$ cat src/rtl/mm_vdma_pkg.sv
// Shared AXI constants, FSM state encoding and helper functions for the
// stream-to-memory write path.
package mm_vdma_pkg;

  localparam logic [1:0] BURST_INCR    = 2'b01;
  localparam logic [3:0] CACHE_DEFAULT = 4'b0011;
  localparam logic [1:0] RESP_OKAY     = 2'b00;

  typedef enum logic [1:0] {
    ST_IDLE = 2'd0,
    ST_ADDR = 2'd1,
    ST_DATA = 2'd2,
    ST_RESP = 2'd3
  } state_t;

  function automatic int clog2(input int value);
    int r;
    int v;
    r = 32'sd0;
    v = value - 32'sd1;
    while (v > 32'sd0) begin
      r = r + 32'sd1;
      v = v >>> 1;
    end
    return r;
  endfunction

endpackage

$ cat src/rtl/mm_wr_addr_gen.sv
// Frame/line/burst address generator and burst-length calculator.
// Optional MM_WR_4K_SPLIT_EN clips each burst at the next 4 KB boundary.
module mm_wr_addr_gen
  import mm_vdma_pkg::*;
#(
  parameter int ASIZE      = 32,
  parameter int DSIZE      = 256,
  parameter int LSIZE      = 8,
  parameter int MAX_BURST  = 64,
  parameter int FRAME_BUFS = 3
) (
  input  logic              clk,
  input  logic              rst_n,
  input  logic              load_frame,
  input  logic              burst_done,
  input  logic [ASIZE-1:0]  base_addr,
  input  logic [ASIZE-1:0]  frame_size,
  input  logic [15:0]       line_stride,
  input  logic [15:0]       line_beats,
  input  logic [15:0]       frame_lines,
  output logic [2:0]        buf_idx,
  output logic [ASIZE-1:0]  cur_addr,
  output logic [LSIZE:0]    len,
  output logic              last_burst
);

  localparam int BYTE_SHIFT = clog2(DSIZE / 8);
  localparam int LW         = 17;
  localparam int LENW       = LSIZE + 1;

  logic [2:0]       buf_idx_r;
  logic [2:0]       nxt_idx_s;
  logic [ASIZE-1:0] line_addr_r;
  logic [ASIZE-1:0] cur_addr_r;
  logic [15:0]      beats_left_r;
  logic [15:0]      lines_left_r;
  logic [LW-1:0]    cap_s;
  logic [LW-1:0]    len_full_s;
  logic             line_end_s;
`ifdef MM_WR_4K_SPLIT_EN
  logic [LW-1:0]    room_s;
`endif

  assign nxt_idx_s  = (buf_idx_r == 3'(FRAME_BUFS - 1)) ? 3'd0 : buf_idx_r + 3'd1;
  assign line_end_s = (LW'(beats_left_r) == len_full_s);
  assign last_burst = line_end_s && (lines_left_r == 16'd1);
  assign buf_idx    = buf_idx_r;
  assign cur_addr   = cur_addr_r;
  assign len        = LENW'(len_full_s);

  // Burst length: min of MAX_BURST, beats left in the line and (optionally) room to 4 KB.
  always_comb begin
    if (32'(beats_left_r) < 32'(MAX_BURST)) begin
      cap_s = LW'(beats_left_r);
    end else begin
      cap_s = LW'(MAX_BURST);
    end
`ifdef MM_WR_4K_SPLIT_EN
    room_s = LW'((13'h1000 - {1'b0, cur_addr_r[11:0]}) >> BYTE_SHIFT);
    if (room_s < cap_s) begin
      len_full_s = room_s;
    end else begin
      len_full_s = cap_s;
    end
`else
    len_full_s = cap_s;
`endif
  end

  // Address/counter registers: reload on a new frame, advance on each burst response.
  always_ff @(posedge clk or negedge rst_n) begin
    if (!rst_n) begin
      buf_idx_r    <= 3'(FRAME_BUFS - 1);
      line_addr_r  <= {ASIZE{1'b0}};
      cur_addr_r   <= {ASIZE{1'b0}};
      beats_left_r <= 16'd0;
      lines_left_r <= 16'd0;
    end else if (load_frame) begin
      buf_idx_r    <= nxt_idx_s;
      line_addr_r  <= base_addr + ASIZE'(nxt_idx_s) * frame_size;
      cur_addr_r   <= base_addr + ASIZE'(nxt_idx_s) * frame_size;
      beats_left_r <= line_beats;
      lines_left_r <= frame_lines;
    end else if (burst_done) begin
      if (line_end_s) begin
        line_addr_r  <= line_addr_r + ASIZE'(line_stride);
        cur_addr_r   <= line_addr_r + ASIZE'(line_stride);
        beats_left_r <= line_beats;
        lines_left_r <= lines_left_r - 16'd1;
      end else begin
        cur_addr_r   <= cur_addr_r + (ASIZE'(len_full_s) << BYTE_SHIFT);
        beats_left_r <= beats_left_r - 16'(len_full_s);
      end
    end
  end

endmodule

$ cat src/rtl/mm_wr_burst_engine.sv
// AXI4 write master draining an FWFT line FIFO into multi-buffered frames.
// Build option MM_WR_4K_SPLIT_EN enables 4 KB burst splitting in mm_wr_addr_gen.
module mm_wr_burst_engine
  import mm_vdma_pkg::*;
#(
  parameter int DSIZE      = 256,
  parameter int ASIZE      = 32,
  parameter int IDSIZE     = 3,
  parameter int ID         = 0,
  parameter int LSIZE      = 8,
  parameter int MAX_BURST  = 64,
  parameter int CSIZE      = 10,
  parameter int FRAME_BUFS = 3
) (
  input  logic               axi_aclk,
  input  logic               axi_resetn,
  input  logic               enable,
  input  logic [ASIZE-1:0]   base_addr,
  input  logic [ASIZE-1:0]   frame_size,
  input  logic [15:0]        line_stride,
  input  logic [15:0]        line_beats,
  input  logic [15:0]        frame_lines,
  input  logic               frame_start,
  input  logic [CSIZE-1:0]   fifo_count,
  input  logic [DSIZE-1:0]   fifo_dout,
  output logic               fifo_rd_en,
  output logic [IDSIZE-1:0]  axi_awid,
  output logic [ASIZE-1:0]   axi_awaddr,
  output logic [LSIZE-1:0]   axi_awlen,
  output logic [2:0]         axi_awsize,
  output logic [1:0]         axi_awburst,
  output logic               axi_awlock,
  output logic [3:0]         axi_awcache,
  output logic [2:0]         axi_awprot,
  output logic [3:0]         axi_awqos,
  output logic               axi_awvalid,
  input  logic               axi_awready,
  output logic [DSIZE-1:0]   axi_wdata,
  output logic [DSIZE/8-1:0] axi_wstrb,
  output logic               axi_wlast,
  output logic               axi_wvalid,
  input  logic               axi_wready,
  input  logic [IDSIZE-1:0]  axi_bid,
  input  logic [1:0]         axi_bresp,
  input  logic               axi_bvalid,
  output logic               axi_bready,
  output logic [2:0]         buf_idx,
  output logic               frame_done,
  output logic               wr_err
);

  localparam int LENW = LSIZE + 1;

  state_t           state_r;
  logic             pending_r;
  logic             active_r;
  logic             awvalid_r;
  logic [ASIZE-1:0] awaddr_r;
  logic [LSIZE-1:0] awlen_r;
  logic             wvalid_r;
  logic             wlast_r;
  logic             bready_r;
  logic [LSIZE-1:0] beat_cnt_r;
  logic             frame_done_r;
  logic             wr_err_r;
  logic             load_frame_s;
  logic             burst_done_s;
  logic [ASIZE-1:0] cur_addr_s;
  logic [LSIZE:0]   len_s;
  logic             last_burst_s;
  logic             unused_bid_s;

  assign load_frame_s = (state_r == ST_IDLE) && pending_r;
  assign burst_done_s = (state_r == ST_RESP) && axi_bvalid;
  assign unused_bid_s = ^axi_bid;

  mm_wr_addr_gen #(
    .ASIZE(ASIZE), .DSIZE(DSIZE), .LSIZE(LSIZE),
    .MAX_BURST(MAX_BURST), .FRAME_BUFS(FRAME_BUFS)
  ) u_addr_gen (
    .clk(axi_aclk), .rst_n(axi_resetn),
    .load_frame(load_frame_s), .burst_done(burst_done_s),
    .base_addr(base_addr), .frame_size(frame_size), .line_stride(line_stride),
    .line_beats(line_beats), .frame_lines(frame_lines),
    .buf_idx(buf_idx), .cur_addr(cur_addr_s), .len(len_s), .last_burst(last_burst_s)
  );

  assign axi_awid    = IDSIZE'(ID);
  assign axi_awsize  = 3'(clog2(DSIZE / 8));
  assign axi_awburst = BURST_INCR;
  assign axi_awlock  = 1'b0;
  assign axi_awcache = CACHE_DEFAULT;
  assign axi_awprot  = 3'd0;
  assign axi_awqos   = 4'd0;
  assign axi_awvalid = awvalid_r;
  assign axi_awaddr  = awaddr_r;
  assign axi_awlen   = awlen_r;
  assign axi_wdata   = fifo_dout;
  assign axi_wstrb   = {(DSIZE/8){1'b1}};
  assign axi_wvalid  = wvalid_r;
  assign axi_wlast   = wlast_r;
  assign axi_bready  = bready_r;
  assign fifo_rd_en  = wvalid_r & axi_wready;
  assign frame_done  = frame_done_r;
  assign wr_err      = wr_err_r;

  // Burst FSM with registered AXI handshake outputs; one burst outstanding at a time.
  always_ff @(posedge axi_aclk or negedge axi_resetn) begin
    if (!axi_resetn) begin
      state_r      <= ST_IDLE;
      pending_r    <= 1'b0;
      active_r     <= 1'b0;
      awvalid_r    <= 1'b0;
      awaddr_r     <= {ASIZE{1'b0}};
      awlen_r      <= {LSIZE{1'b0}};
      wvalid_r     <= 1'b0;
      wlast_r      <= 1'b0;
      bready_r     <= 1'b0;
      beat_cnt_r   <= {LSIZE{1'b0}};
      frame_done_r <= 1'b0;
      wr_err_r     <= 1'b0;
    end else begin
      frame_done_r <= 1'b0;
      if (frame_start) begin
        pending_r <= 1'b1;
      end else if (load_frame_s) begin
        pending_r <= 1'b0;
      end
      case (state_r)
        ST_IDLE: begin
          if (load_frame_s) begin
            active_r <= 1'b1;
          end else if (enable && active_r && (32'(fifo_count) >= 32'(len_s))) begin
            awvalid_r <= 1'b1;
            awaddr_r  <= cur_addr_s;
            awlen_r   <= LSIZE'(len_s - LENW'(1'b1));
            state_r   <= ST_ADDR;
          end
        end
        ST_ADDR: begin
          if (axi_awready) begin
            awvalid_r  <= 1'b0;
            wvalid_r   <= 1'b1;
            wlast_r    <= (awlen_r == {LSIZE{1'b0}});
            beat_cnt_r <= {LSIZE{1'b0}};
            state_r    <= ST_DATA;
          end
        end
        ST_DATA: begin
          if (axi_wready) begin
            if (wlast_r) begin
              wvalid_r <= 1'b0;
              wlast_r  <= 1'b0;
              bready_r <= 1'b1;
              state_r  <= ST_RESP;
            end else begin
              beat_cnt_r <= beat_cnt_r + LSIZE'(1'b1);
              wlast_r    <= ((beat_cnt_r + LSIZE'(1'b1)) == awlen_r);
            end
          end
        end
        ST_RESP: begin
          if (axi_bvalid) begin
            bready_r <= 1'b0;
            state_r  <= ST_IDLE;
            if (axi_bresp != RESP_OKAY) begin
              wr_err_r <= 1'b1;
            end
            if (last_burst_s) begin
              frame_done_r <= 1'b1;
              active_r     <= 1'b0;
            end
          end
        end
        default: state_r <= ST_IDLE;
      endcase
    end
  end

endmodule

$ cat config.mk
export PLATFORM = sky130hd
export DESIGN_NAME = mm_wr_burst_engine
export DESIGN_NICKNAME = d
export VERILOG_FILES = /design/src/rtl/mm_vdma_pkg.sv /design/src/rtl/mm_wr_addr_gen.sv /design/src/rtl/mm_wr_burst_engine.sv
export SDC_FILE = /design/constraint.sdc
export NUM_CORES = 1
export LEC_CHECK = 0
export ABC_AREA = 1
export CAP_MARGIN = 20
export CORE_AREA = 2 2 290 292
export DETAILED_ROUTE_END_ITERATION = 10
export DIE_AREA = 0 0 292 294
export GPL_TIMING_DRIVEN = 0
export PLACE_DENSITY = 0.53
export SLEW_MARGIN = 15
export SYNTH_ARGS = -nofsm -noshare
export SYNTH_HDL_FRONTEND = slang
export SYNTH_SLANG_ARGS = --single-unit
$ cat constraint.sdc
create_clock -name axi_aclk -period 5.3 [get_ports axi_aclk]
set_input_delay 1.06 -clock axi_aclk [delete_from_list [all_inputs] [get_ports axi_aclk]]
set_output_delay 1.06 -clock axi_aclk [all_outputs]
set_load 0.02 [all_outputs]
==> summary.txt <==
Drt
  • WL per Instance: 15.55 microns
  • Met3 wire length: 3477 microns
  • DRC: 0
  • Met2 WL: 32,520 microns
  • WL final: 69,250 microns
  • Highest Signal Layer: met4
  • Initial drt markers: 1,347
  • Routed Antenna Nets: 0
  • Vias per Instance: 4.197
  • Drt pass-1 iters: 5
  • Vias: 18,685
  • Post-Route M1 WL: 32,460 microns

Placed design
  • Dpl cells: 4,421
  • Dpl ws: -0.1482 ns
  • Dpl hpwl: 59,340 microns
  • I/O Buffers: 436
  • GPL Wtd Cong: 0.9393

Critical path
  • CP Launch Type: register
  • CP Data Required Time: 5.63 ns
  • Crit Path Class: reg2reg
  • Critical Path End Type: register
  • Worst-path fanout max: 10
  • R2R Path Start: u_addr_gen.buf_idx[1]
  • Arrival @ worst endpoint: 5.26 ns
  • Setup crit start: u_addr_gen.buf_idx[1]

Logic synthesis
  • Post-synth EDFFs: 0
  • Multiplexer area fraction after synthesis: 0
  • Combinational family with the most area after synthesis: simple AND/OR/NAND/NOR gates
  • Simple-gate share of the synthesized area: 0.3097
  • Ys async rst share: 1.000
  • Seq/Total Area, Yosys: 0.2162
  • Netlist cell types: 44
  • Synth area leader: dfrtp_1
  • FF+latch count, synth: 157
  • Share of the synthesized area in the top cell type: 0.2148
  • Compound-cell area share of the yosys netlist: 0.08213
  • Synth area leaders: dfrtp_1, nand2_1, buf_4, inv_1, fa_1
  • Xor/xnor share of the synthesized area: 0.02265
  • Ys flop type: dfrtp_1
  • Cells after Synth: 2,841
  • Avg Cell Area, Syn: 6.397 sq um
  • Synthesis Warnings: 0
  • Synth Area in Adders: 0.1243
  • Synthesized cell area: 18,170 sq um

CTS
  • CTS buffer count: 17
  • Worst-path clk slew: 0.08 ns
  • CTS tree: built
  • Hold_buf cts: 0
  • Clk buf depth: 2
  • Clk_lat worst skew: 0.46 ns
  • Clk sink count: 157
  • CTS root buffer: clkbuf_16
  • # H-tree levels: 4

Floorplanning
  • Die height: 294 microns
  • Core box area: 82,890 sq um
  • DIE WIDTH: 292 microns
  • Full die area: 85,850 sq um
  • Initial Util: 0.2192
  • Row cnt: 106
  • Boundary Pins: 748

Run
  • Max-cap violation count: 0

Timing
  • Max Clk Rate: 202.6 MHz
  • Skew final: 0.01716 ns
  • Unrepaired setup endpoints after global routing: false
  • Slew @ Worst Pin: 0.8485 ns
  • Final min period: 4.936 ns
  • Final Cycle Share: 0.9314
  • Slew Viols, Final: 0
  • Final TNS setup: 0 ns
  • Final setup vio count: 0
  • Worst setup margin: 0.3638 ns
  • Final Hold Violating Endpoints: 0
  • Slew margin rel.: 0.4284

GRT
  • Largest net degree at the start of global routing: 63
  • First-pass GRT wire length: 105,000 microns
  • Gr usage total: 0.1567
  • Vias in the first global route: 18,160
  • GRT overflow: 0
  • Initial antenna violation count: 0

Cells and area
  • Share of layout cells above drive strength 1: 0.1171
  • Post-route core utilization: 0.2984
  • Final #Nets: 3,894
  • ANT cells: 0
  • Fin cells: 4,452
  • Area Overhead vs Synth: 36.10%

Power and ir drop
  • Power Dens Cells: 588.1 nW/um^2
  • Clk network pwr share: 0.083
  • Sequential share of power: 0.158
  • Largest vdd supply drop: 0.2564 mV
  • Comb power frac: 0.759
  • NetSw: 8.408 mW
  • Net Sw Frac: 0.5780
  • Leakage: 12.68 nW
  • Int Power: 6.138 mW

Worst hold path
  • HP Start: active_r
  • Hold Path Class: reg2reg

Run status
  • Status: finished clean
## registers in the layout (all words and copies together), names as in the netlist
signal,cells
wr_err,1
axi_wlast,1
axi_awlen,8
axi_awvalid,1
axi_wvalid,1
frame_done,1
u_addr_gen.beats_left_r,16
u_addr_gen.lines_left_r,16
active_r,1
state_r,2
u_addr_gen.cur_addr,32
axi_awaddr,32
beat_cnt_r,8
pending_r,1
u_addr_gen.line_addr_r,32
axi_bready,1
u_addr_gen.buf_idx,3
## routing by layer
layer | vias up | global-route usage
met4 | 0 | 0.02590
met5 | - | 0
li1 | 9436 | -
met1 | 8654 | 0.2184
met3 | 47 | 0.02145
met2 | 548 | 0.2602
## what timing repair did
action                                  CTS  global route
pin swaps                                 0             0
gates cloned                              0             0
buffers inserted                          0             0
resized for setup                         1             5
endpoints found under the setup margin    4            14
## power groups by stage
stage          logic (mW)  registers [mW]  clock network, mW
6_report             11.0            2.30               1.20
5_1_grt              12.5            2.38               1.27
3_3_place_gp         10.9            2.31                  0
4_1_cts              11.0            2.30               1.23
3_5_place_dp         10.9            2.32                  0
2_1_floorplan        7.28            2.32                  0
## cell type report
cell class                      count  area, sq um
Multi-Input combinational cell   1887        10040
Tap cell                         1080         1351
Sequential cell                   157         3930
Timing Repair Buffer              438         4424
Inverter                          497         1866
Buffer                            362         2581
Fill cell                        9185        58160
Clock inverter                     13        105.1
Clock buffer                       18        439.2
## cell families (layout without fill, tap and decap cells)
| family | count (synthesis) | after routing |
|---|---|---|
| buf+inv | 859 | 1328 |
| xor+xnor | 47 | 47 |
| compound gates | 271 | 271 |
| other cells | 2 | 64 |
| fa+ha+maj | 144 | 144 |
| simple gates | 1361 | 1361 |
| flops | 157 | 157 |
## critical path, cell delays in order, from the launching register on
cell      delay [ns]
dfstp_2         0.60
nand3_1         0.11
nand2_1         0.14
clkbuf_2        0.28
clkbuf_2        0.35
nor2_1          0.11
fa_1            0.54
inv_1           0.05
fa_1            0.53
inv_1           0.05
ha_1            0.36
nand2_1         0.16
inv_1           0.05
a21oi_1         0.27
nand3_1         0.26
o21ai_1         0.44
nand2_1         0.10
a21oi_1         0.32
nor2_1          0.07
## placed cells by master, fill, tap and decap left out, drive strengths merged, types with 10 or more instances in the layout
cell	instances
a21oi	91
nand3	168
clkbuf	54
a31oi	25
nor3	29
fa	61
dfrtp	156
o21ai	113
conb	64
clkdlybuf4s50	435
nand3b	11
o22ai	12
inv	502
xor2	37
nand4	41
ha	83
nand2	753
or2	12
buf	329
o211ai	13
xnor2	10
nor2	332
## cell usage after synthesis (13+ instances only)
| cell | n |
|---|---|
| fa_1 | 61 |
| nand2_1 | 751 |
| xor2_1 | 37 |
| nor2_1 | 323 |
| o211ai_1 | 13 |
| a31oi_1 | 25 |
| o21ai_0 | 110 |
| nand3_1 | 166 |
| buf_4 | 313 |
| a21oi_1 | 87 |
| nand4_1 | 40 |
| nor3_1 | 29 |
| ha_1 | 83 |
| inv_1 | 493 |
| dfrtp_1 | 156 |
| clkbuf_1 | 36 |
## worst paths after layout
| path | endpoint | slack (ns) | cells after the start |
|---|---|---|---|
| setup / recovery | u_addr_gen.cur_addr[13] | 0.36 | 18 |
| hold / removal | active_r | 0.47 | 2 |
| setup reg to reg | u_addr_gen.cur_addr[13] | 0.36 | 18 |
| hold reg to reg | active_r | 0.47 | 2 |
| max in group asynchronous | u_addr_gen.buf_idx[1] | 3.78 | 3 |
| min in group asynchronous | beat_cnt_r[5] | 0.48 | 1 |
## per-stage QoR
step	power (mW)	instance area [sq um]	hold WS, ns
2_1_floorplan	9.602	18410	0.4413
3_3_place_gp	13.20	24120	0.4566
3_5_place_dp	13.26	24180	0.4585
4_1_cts	14.52	24730	0.4767
5_1_grt	16.13	24730	0.4884
6_report	14.55	24730	0.4734
No activity file was read; power rests on OpenSTA's default activity.
